File: src/rtl/ts_packet_mux_4ch_pkg.sv
// ----------------------------------------------------------------------------
// ts_packet_mux_4ch_pkg
// Shared constants and FSM encoding for the 4-channel TS packet multiplexer.
// ----------------------------------------------------------------------------
package ts_packet_mux_4ch_pkg;

    localparam int          NUM_CH     = 4;
    localparam int          PKT_LEN    = 188;   // bytes per TS packet
    localparam int          RD_LATENCY = 2;     // GIVE high -> byte 0 on DATA_IN (>=2)
    localparam int          MIN_GAP    = 4;     // idle cycles between packets (>=1)
    localparam logic [7:0]  SYNC_BYTE  = 8'h47;

    typedef enum logic [2:0] {
        ST_IDLE,
        ST_REQ,
        ST_LAT,
        ST_STREAM,
        ST_GAP
    } state_e;

endpackage

File: src/rtl/ts_packet_mux_4ch_rr_arbiter_4.sv
// ----------------------------------------------------------------------------
// rr_arbiter_4
// Combinational round-robin pick: first set bit of eligible searching
// ptr+1, ptr+2, ptr+3, ptr (mod 4).
//  eligible [3:0] in  : request vector
//  ptr      [1:0] in  : last granted channel
//  sel      [1:0] out : chosen channel (0 when none)
//  any            out : at least one request
// ----------------------------------------------------------------------------
module rr_arbiter_4 (
    input  logic [3:0] eligible,
    input  logic [1:0] ptr,
    output logic [1:0] sel,
    output logic       any
);

    always_comb begin
        sel = '0;
        any = 1'b0;
        // Walk from farthest to nearest so the nearest hit after ptr wins.
        for (int i = 4; i >= 1; i--) begin
            logic [1:0] idx;
            idx = ptr + 2'(i);
            if (eligible[idx]) begin
                sel = idx;
                any = 1'b1;
            end
        end
    end

endmodule

File: src/rtl/ts_packet_mux_4ch.sv
// ----------------------------------------------------------------------------
// ts_packet_mux_4ch
// Reads whole packets out of four tuner buffers one at a time (round-robin)
// and re-emits them as a single TS stream with channel tag and sync check.
//  SYS_CLK            in  : clock
//  RST                in  : async active-low reset
//  CH_EN        [3:0] in  : per-channel enable
//  GOT_FULL_PACKET [3:0] in : buffer holds a complete packet
//  DATA_IN     [31:0] in  : channel k byte on [8k+7:8k]
//  GIVE_ME_ONE_PACKET [3:0] out : one-hot 1-cycle read request
//  TS_DATA      [7:0] out : stream byte
//  TS_VALID           out : byte valid (good-sync packets only)
//  TS_PSYNC           out : first byte of a forwarded packet
//  TS_CH        [1:0] out : source channel
//  SYNC_ERR           out : byte 0 of a packet was not the sync byte
// ----------------------------------------------------------------------------
module ts_packet_mux_4ch
    import ts_packet_mux_4ch_pkg::*;
(
    input  logic              SYS_CLK,
    input  logic              RST,
    input  logic [NUM_CH-1:0] CH_EN,
    input  logic [NUM_CH-1:0] GOT_FULL_PACKET,
    input  logic [31:0]       DATA_IN,
    output logic [NUM_CH-1:0] GIVE_ME_ONE_PACKET,
    output logic [7:0]        TS_DATA,
    output logic              TS_VALID,
    output logic              TS_PSYNC,
    output logic [1:0]        TS_CH,
    output logic              SYNC_ERR
);

    state_e            state_q, state_d;
    logic [7:0]        cnt_q, cnt_d;        // LAT / STREAM / GAP cycle counter
    logic [1:0]        sel_q, sel_d;        // channel being read
    logic [1:0]        ptr_q, ptr_d;        // last granted channel
    logic              pkt_ok_q, pkt_ok_d;  // current packet had a good sync byte
    logic [NUM_CH-1:0] give_q, give_d;
    logic [7:0]        ts_data_q, ts_data_d;
    logic              ts_valid_q, ts_valid_d;
    logic              ts_psync_q, ts_psync_d;
    logic [1:0]        ts_ch_q, ts_ch_d;
    logic              sync_err_q, sync_err_d;

    logic [NUM_CH-1:0][7:0] din;
    logic [7:0]             byte_in;
    logic [1:0]             arb_sel;
    logic                   arb_any;
    logic                   sync_ok;

    assign din     = DATA_IN;
    assign byte_in = din[sel_q];
    assign sync_ok = (byte_in == SYNC_BYTE);

    rr_arbiter_4 u_arb (
        .eligible (GOT_FULL_PACKET & CH_EN),
        .ptr      (ptr_q),
        .sel      (arb_sel),
        .any      (arb_any)
    );

    always_comb begin
        state_d    = state_q;
        cnt_d      = cnt_q;
        sel_d      = sel_q;
        ptr_d      = ptr_q;
        pkt_ok_d   = pkt_ok_q;
        give_d     = '0;
        ts_data_d  = '0;
        ts_valid_d = 1'b0;
        ts_psync_d = 1'b0;
        ts_ch_d    = '0;
        sync_err_d = 1'b0;

        case (state_q)
            ST_IDLE: begin
                if (arb_any) begin
                    give_d  = NUM_CH'(1) << arb_sel;
                    sel_d   = arb_sel;
                    ptr_d   = arb_sel;
                    state_d = ST_REQ;
                end
            end
            ST_REQ: begin
                cnt_d   = '0;
                state_d = ST_LAT;
            end
            // REQ already used one latency cycle; LAT covers the rest.
            ST_LAT: begin
                if (cnt_q == 8'(RD_LATENCY - 2)) begin
                    cnt_d   = '0;
                    state_d = ST_STREAM;
                end else begin
                    cnt_d = cnt_q + 8'd1;
                end
            end
            ST_STREAM: begin
                ts_ch_d = sel_q;
                if (cnt_q == 8'd0) begin
                    pkt_ok_d   = sync_ok;
                    sync_err_d = !sync_ok;
                    ts_valid_d = sync_ok;
                    ts_psync_d = sync_ok;
                    ts_data_d  = sync_ok ? byte_in : 8'h00;
                end else begin
                    // Bad packets are drained from the buffer but not forwarded.
                    ts_valid_d = pkt_ok_q;
                    ts_data_d  = pkt_ok_q ? byte_in : 8'h00;
                end
                if (cnt_q == 8'(PKT_LEN - 1)) begin
                    cnt_d   = '0;
                    state_d = ST_GAP;
                end else begin
                    cnt_d = cnt_q + 8'd1;
                end
            end
            ST_GAP: begin
                if (cnt_q == 8'(MIN_GAP - 1)) begin
                    cnt_d   = '0;
                    state_d = ST_IDLE;
                end else begin
                    cnt_d = cnt_q + 8'd1;
                end
            end
            default: state_d = ST_IDLE;
        endcase
    end

    always_ff @(posedge SYS_CLK or negedge RST) begin
        if (!RST) begin
            state_q    <= ST_IDLE;
            cnt_q      <= '0;
            sel_q      <= '0;
            ptr_q      <= 2'd3;     // so channel 0 is searched first
            pkt_ok_q   <= 1'b0;
            give_q     <= '0;
            ts_data_q  <= '0;
            ts_valid_q <= 1'b0;
            ts_psync_q <= 1'b0;
            ts_ch_q    <= '0;
            sync_err_q <= 1'b0;
        end else begin
            state_q    <= state_d;
            cnt_q      <= cnt_d;
            sel_q      <= sel_d;
            ptr_q      <= ptr_d;
            pkt_ok_q   <= pkt_ok_d;
            give_q     <= give_d;
            ts_data_q  <= ts_data_d;
            ts_valid_q <= ts_valid_d;
            ts_psync_q <= ts_psync_d;
            ts_ch_q    <= ts_ch_d;
            sync_err_q <= sync_err_d;
        end
    end

    assign GIVE_ME_ONE_PACKET = give_q;
    assign TS_DATA            = ts_data_q;
    assign TS_VALID           = ts_valid_q;
    assign TS_PSYNC           = ts_psync_q;
    assign TS_CH              = ts_ch_q;
    assign SYNC_ERR           = sync_err_q;

endmodule

File: config.mk
export PLATFORM = sky130hd
export DESIGN_NAME = ts_packet_mux_4ch
export DESIGN_NICKNAME = d
export VERILOG_FILES = /design/src/rtl/ts_packet_mux_4ch_pkg.sv /design/src/rtl/ts_packet_mux_4ch_rr_arbiter_4.sv /design/src/rtl/ts_packet_mux_4ch.sv
export SDC_FILE = /design/constraint.sdc
export NUM_CORES = 1
export LEC_CHECK = 0
export BUFFER_PORTS_ARGS = -buffer_cell sky130_fd_sc_hd__buf_2
export CORE_MARGIN = 2
export CORE_UTILIZATION = 50
export CTS_CLUSTER_SIZE = 8
export DETAILED_ROUTE_END_ITERATION = 10
export PLACE_DENSITY_LB_ADDON = 0.2
export SLEW_MARGIN = 25
export SYNTH_ARGS = -nofsm -noshare
export SYNTH_HDL_FRONTEND = slang
export SYNTH_SLANG_ARGS = --single-unit
export TNS_END_PERCENT = 5
File: constraint.sdc
create_clock -name SYS_CLK -period 2.8 [get_ports SYS_CLK]
set_input_delay 0.28 -clock SYS_CLK [delete_from_list [all_inputs] [get_ports SYS_CLK]]
set_output_delay 0.28 -clock SYS_CLK [all_outputs]
set_load 0.01 [all_outputs]
==> results.cfg, run 1 <==
[power]
netSwitchingPower_uw = 640
seqPwrFrac = 0.410
vdd_ir_drop_max_v = 0.000421
power.internal_mw = 1.06
combPwrFrac = 0.413
p_leak_nw = 1.12
power.share.clock = 0.178
cellPowerDensity_nw_per_um2 = 799
p_sw_frac = 0.377

[yosys]
ys_warn_count = 0
yosysMostFrequentCell = dfrtp_1
syn_nets = 193
synth.avg_cell_area_sq_um = 11.6
syn_area_sq_um = 1730
synth_top_area_frac = 0.448
synth-edff-count = 0
synth_area_leaders = dfrtp_1, mux4_1, mux4_2, dfstp_2, nor2_1
yosysSeqAreaShare = 0.478
yosys-top-cells-count = dfrtp_1, nor2_1, and2_1, nand2_1
synth_seq_cells = 33
synth-main-ff-cell = dfrtp_1
synth.distinct_cells = 48
synth_top_area_cell = dfrtp_1
async_flop_share = 1.00
netlist_instances = 149

[finish]
area_growth_pct = 22.8
n_fill_cell = 296
drive_gt1_frac = 0.384
finalNetCount = 254
antenna_cells = 0

[sta]
rsz0062_at_grt = no
setup_viol_count_final = 0
setup_tns_ns = 0
fin_crit_ns = 2.28
max_freq_ghz = 0.439
hold_viol_final = 27
worst_pin_slew_ns = 0.706
slew_headroom = 0.529
finalHoldWorstSlack_ns = -0.00938
drv_slew = 0
finalClockSkew_ns = 0.00692
fin_crit_sh = 0.813

[clock_network]
ctsHoldBuffers = 0
cts_inserted_buffers = 5
cts_max_path_buffers = 2
cts_root_buf = clkbuf_4
cts_tree = done
htree_levels = 2
path_clk_slew_ns = 0.10
clock_latency_ns = 0.33
cts_setup_buffers = 0
cts.sink_count = 33
cts_resized = 0

[routing]
ant_nets = 0
drc = 0
dr_total_vias = 1429
drt_iter0_drc = 32
vias_per_cell = 5.56
wirelength_mm = 3.75
post_drt_wl_per_cell_um = 14.6
drtPass1Iterations = 4

[floorplan]
rows = 21
core_area_sq_um = 3340
start_util = 0.519
io_pins = 59
die_x_um = 62.9
dieArea_sq_um = 3950
die_y_um = 62.9

[global_routing]
antenna_found_initial = 0
grt_use_total = 0.214
grt_pass1_vias = 1497
grt_pass1_wl_mm = 6.56
overflow = 0
grt_max_degree = 34

[worst_setup_path]
path_buf_inv = 0
path_delay_family = simple AND/OR/NAND/NOR gates
cp_slowest_stage_delay_ns = 0.61
crit_chain = mux4_2, or4b_4, nor3_4, o21a_1
crit_path_start_kind = register
arrival_ns = 2.55
path_max_fanout = 9
path_class = reg2reg
end_kind = register
cp_slowest_cell = dfrtp_1
cp.required_ns = 3.07

[outcome]
status = finished with violations
violations = negative hold slack

[placement]
port_buffers = 58
gp_congestion = 0.867
dpl.hpwl_mm = 2.98

[job]
maxCapViolations = 0

[hold_path]
holdCritPathClass = in2async
state kept, by name (all words and copies together) (netlist names):
| name | cells |
|---|---|
| pkt_ok_q | 1 |
| state_q | 3 |
| TS_CH | 2 |
| GIVE_ME_ONE_PACKET | 4 |
| TS_DATA | 8 |
| TS_PSYNC | 1 |
| ptr_q | 2 |
| TS_VALID | 1 |
| sel_q | 2 |
| cnt_q | 8 |
| SYNC_ERR | 1 |
placed cells by master (no fill, tap or decap), drive strengths merged, types with 3 or more instances in the layout:
cell / synthesis / routed
nand3: 3 / 3
nand2: 6 / 6
dfrtp: 31 / 31
mux4: 8 / 8
nor3: 6 / 6
o21ai: 4 / 4
and2: 8 / 8
nor4: 3 / 3
inv: 5 / 5
and3: 5 / 5
clkbuf: 2 / 7
a22o: 3 / 3
a21o: 5 / 5
buf: 2 / 58
mux2i: 4 / 4
a211oi: 3 / 3
nor2: 14 / 14
o21a: 4 / 4
or2: 3 / 3
xnor2: 3 / 3
layer usage:
layer / wire (um) / up-vias / global-route usage
li1: - / 685 / -
met1: 1580 / 696 / 0.260
met2: 1920 / 38 / 0.368
met3: 173 / 10 / 0.0468
met4: 79 / 0 / 0.0861
met5: 0 / - / 0
per-stage QoR:
stage	worst slack (ns)	util	cell area (sq um)	total power [mW]	cells
2_1_floorplan	0.814	-	1730	1.23	149
4_1_cts	0.514	0.637	2130	1.71	257
3_3_place_gp	0.612	0.616	2060	1.38	249
6_report	0.522	0.637	2130	1.70	257
5_1_grt	0.403	0.637	2130	1.82	257
3_5_place_dp	0.550	0.616	2060	1.40	249
kinds of logic after synthesis:
kind of cell,count (synthesis),share of synthesized area
and+or+nand+nor,60,0.200
DFF,33,0.478
AOI/OAI and AO/OA,30,0.130
muxes,12,0.138
buffers and inverters,9,0.0238
xor gates and xnor gates,3,0.0152
adders and majority gates,2,0.0144
power groups by stage:
stage | Sequential, mW | Combinational [mW] | Clock [mW]
3_5_place_dp | 0.704 | 0.699 | 0
6_report | 0.696 | 0.701 | 0.302
4_1_cts | 0.696 | 0.703 | 0.310
2_1_floorplan | 0.654 | 0.577 | 0
5_1_grt | 0.717 | 0.774 | 0.331
3_3_place_gp | 0.695 | 0.681 | 0
final cells by class:
class	instances	area [sq um]	area share
clock buffers	7	65.1	0.0306
clock inverters	1	5.00	0.00235
inverters	5	18.8	0.00882
multi-input cells	107	862	0.405
flip-flops and latches	33	828	0.389
well taps	46	57.6	0.0271
repair buffers	58	290	0.136
worst paths after layout:
path,from,endpoint,slack (ns),cells after the start
setup / recovery,sel_q[0],TS_DATA[6],0.52,4
hold / removal,RST,TS_DATA[4],-0.009,1
setup reg to reg,sel_q[0],TS_DATA[6],0.52,4
hold reg to reg,pkt_ok_q,pkt_ok_q,0.48,1
max in group asynchronous,RST,cnt_q[1],2.36,1
min in group SYS_CLK,DATA_IN[15],TS_DATA[7],0.41,3
No activity file was read; power rests on OpenSTA's default activity.
==> inputs of run 2 (changes only) <==
Clock period 2.8 ns to 2.1 ns, I/O delays scaled along.
==> results.cfg, run 2 (synthesis results as in run 1) <==
[global_routing]
overflow = 0
grt_use_total = 0.225
grt_max_degree = 34
grt_pass1_vias = 1533
antenna_found_initial = 0
grt_pass1_wl_mm = 6.83

[placement]
gp_congestion = 0.861
pre_cts_slack_ns = 0.0207
port_buffers = 58
dpl.hpwl_mm = 3.06

[finish]
drive_gt1_frac = 0.412
final_cell_mix = buf_2, dfrtp_1, nor2_1
area_growth_pct = 28.0
utilization = 0.664
antenna_cells = 0
finalNetCount = 264
n_fill_cell = 282
final_common_cell = buf_2

[sta]
fin_crit_ns = 2.04
fin_crit_sh = 0.972
finalClockSkew_ns = 0.0147
setup_viol_count_final = 0
drv_slew = 0
slew_headroom = 0.533
rsz0062_at_grt = yes
worst_pin_slew_ns = 0.700
max_freq_ghz = 0.490
fin_ws_ns = 0.0583
hold_viol_final = 0

[power]
p_leak_nw = 1.17
vdd_ir_drop_max_v = 0.000603
cellPowerDensity_nw_per_um2 = 1130

[hold_path]
holdCritPathClass = in2reg

[routing]
ant_nets = 0
dr_total_vias = 1463
post_drt_wl_per_cell_um = 14.7
drt_iter0_drc = 49
drtPass1Iterations = 4
vias_per_cell = 5.48
drc = 0
wirelength_mm = 3.92

[floorplan]
rows = 21
die_x_um = 62.9
start_util = 0.519
io_pins = 59
core_area_sq_um = 3340
dieArea_sq_um = 3950
die_y_um = 62.9

[clock_network]
cts_root_buf = clkbuf_4
cts_setup_buffers = 0
clock_latency_ns = 0.34
cts_tree = done
path_clk_slew_ns = 0.10
cts_max_path_buffers = 2
htree_levels = 2
cts_inserted_buffers = 5
cts.sink_count = 33

[worst_setup_path]
arrival_ns = 2.31
cp.required_ns = 2.37
path_class = reg2reg
path_max_fanout = 7
end_kind = register
crit_path_start_kind = register

[outcome]
status = complete, no violations

[job]
maxCapViolations = 0
==> run 2: report_power, final <==
group          internal (mW)  switching, mW  leakage, nW  total (mW)
Sequential             0.769          0.123        0.441       0.892
Combinational          0.558          0.555        0.684        1.11
Clock                  0.284          0.209       0.0455       0.493
Total                   1.61          0.888         1.17        2.50
==> run 2: what timing repair did <==
item / 4_1_cts / 5_1_grt
hold buffers: 1 / 0
endpoints found under the hold margin: 31 / 0
pin swaps: 0 / 2
resized for setup: 1 / 1
setup endpoints to repair: 2 / 5
gates cloned: 0 / 0
==> run 2: worst max-delay path: stages, from the launching register on <==
cell and delay (ns):
dfrtp_2 0.43, mux4_2 0.53, or4b_4 0.58, nor3_4 0.30, o21a_1 0.15
==> run 2: area by class of cell <==
| class | count | area, sq um | area share |
|---|---|---|---|
| timing repair buffer | 68 | 368 | 0.166 |
| tap | 46 | 57.6 | 0.0260 |
| multi-input combinational | 107 | 858 | 0.387 |
| inverter | 5 | 18.8 | 0.00846 |
| clock inverter | 1 | 30.0 | 0.0135 |
| clock buffer | 7 | 55.1 | 0.0248 |
| sequential | 33 | 830 | 0.374 |
==> run 2: worst paths after layout <==
path	startpoint	to	slack (ns)	cells past startpoint
max in group asynchronous	RST	sel_q[0]	1.13	2
hold / removal	DATA_IN[25]	TS_DATA[1]	0.33	3
setup / recovery	sel_q[0]	TS_DATA[0]	0.06	4
min in group asynchronous	RST	TS_PSYNC	0.47	2
setup reg to reg	sel_q[0]	TS_DATA[0]	0.06	4
hold reg to reg	pkt_ok_q	pkt_ok_q	0.50	1
==> run 2: routing by layer <==
layer	part of all wire	vias to the layer above	track usage
met5	0	-	0
met4	0.019	0	0.0806
met3	0.056	10	0.0703
met2	0.52	56	0.397
met1	0.40	691	0.257
li1	-	706	-
==> run 2: stage by stage <==
stage               setup TNS (ns)  power (mW)  hold slack, ns  instances  area (sq um)
global route             -0.000688        2.68           0.313        267          2220
CTS                              0        2.52           0.318        267          2220
floorplan                        0        1.64         -0.0856        149          1730
global placement                 0        1.95           0.285        258          2120
detailed placement               0        2.00           0.295        258          2120
finish                           0        2.50           0.328        267          2220
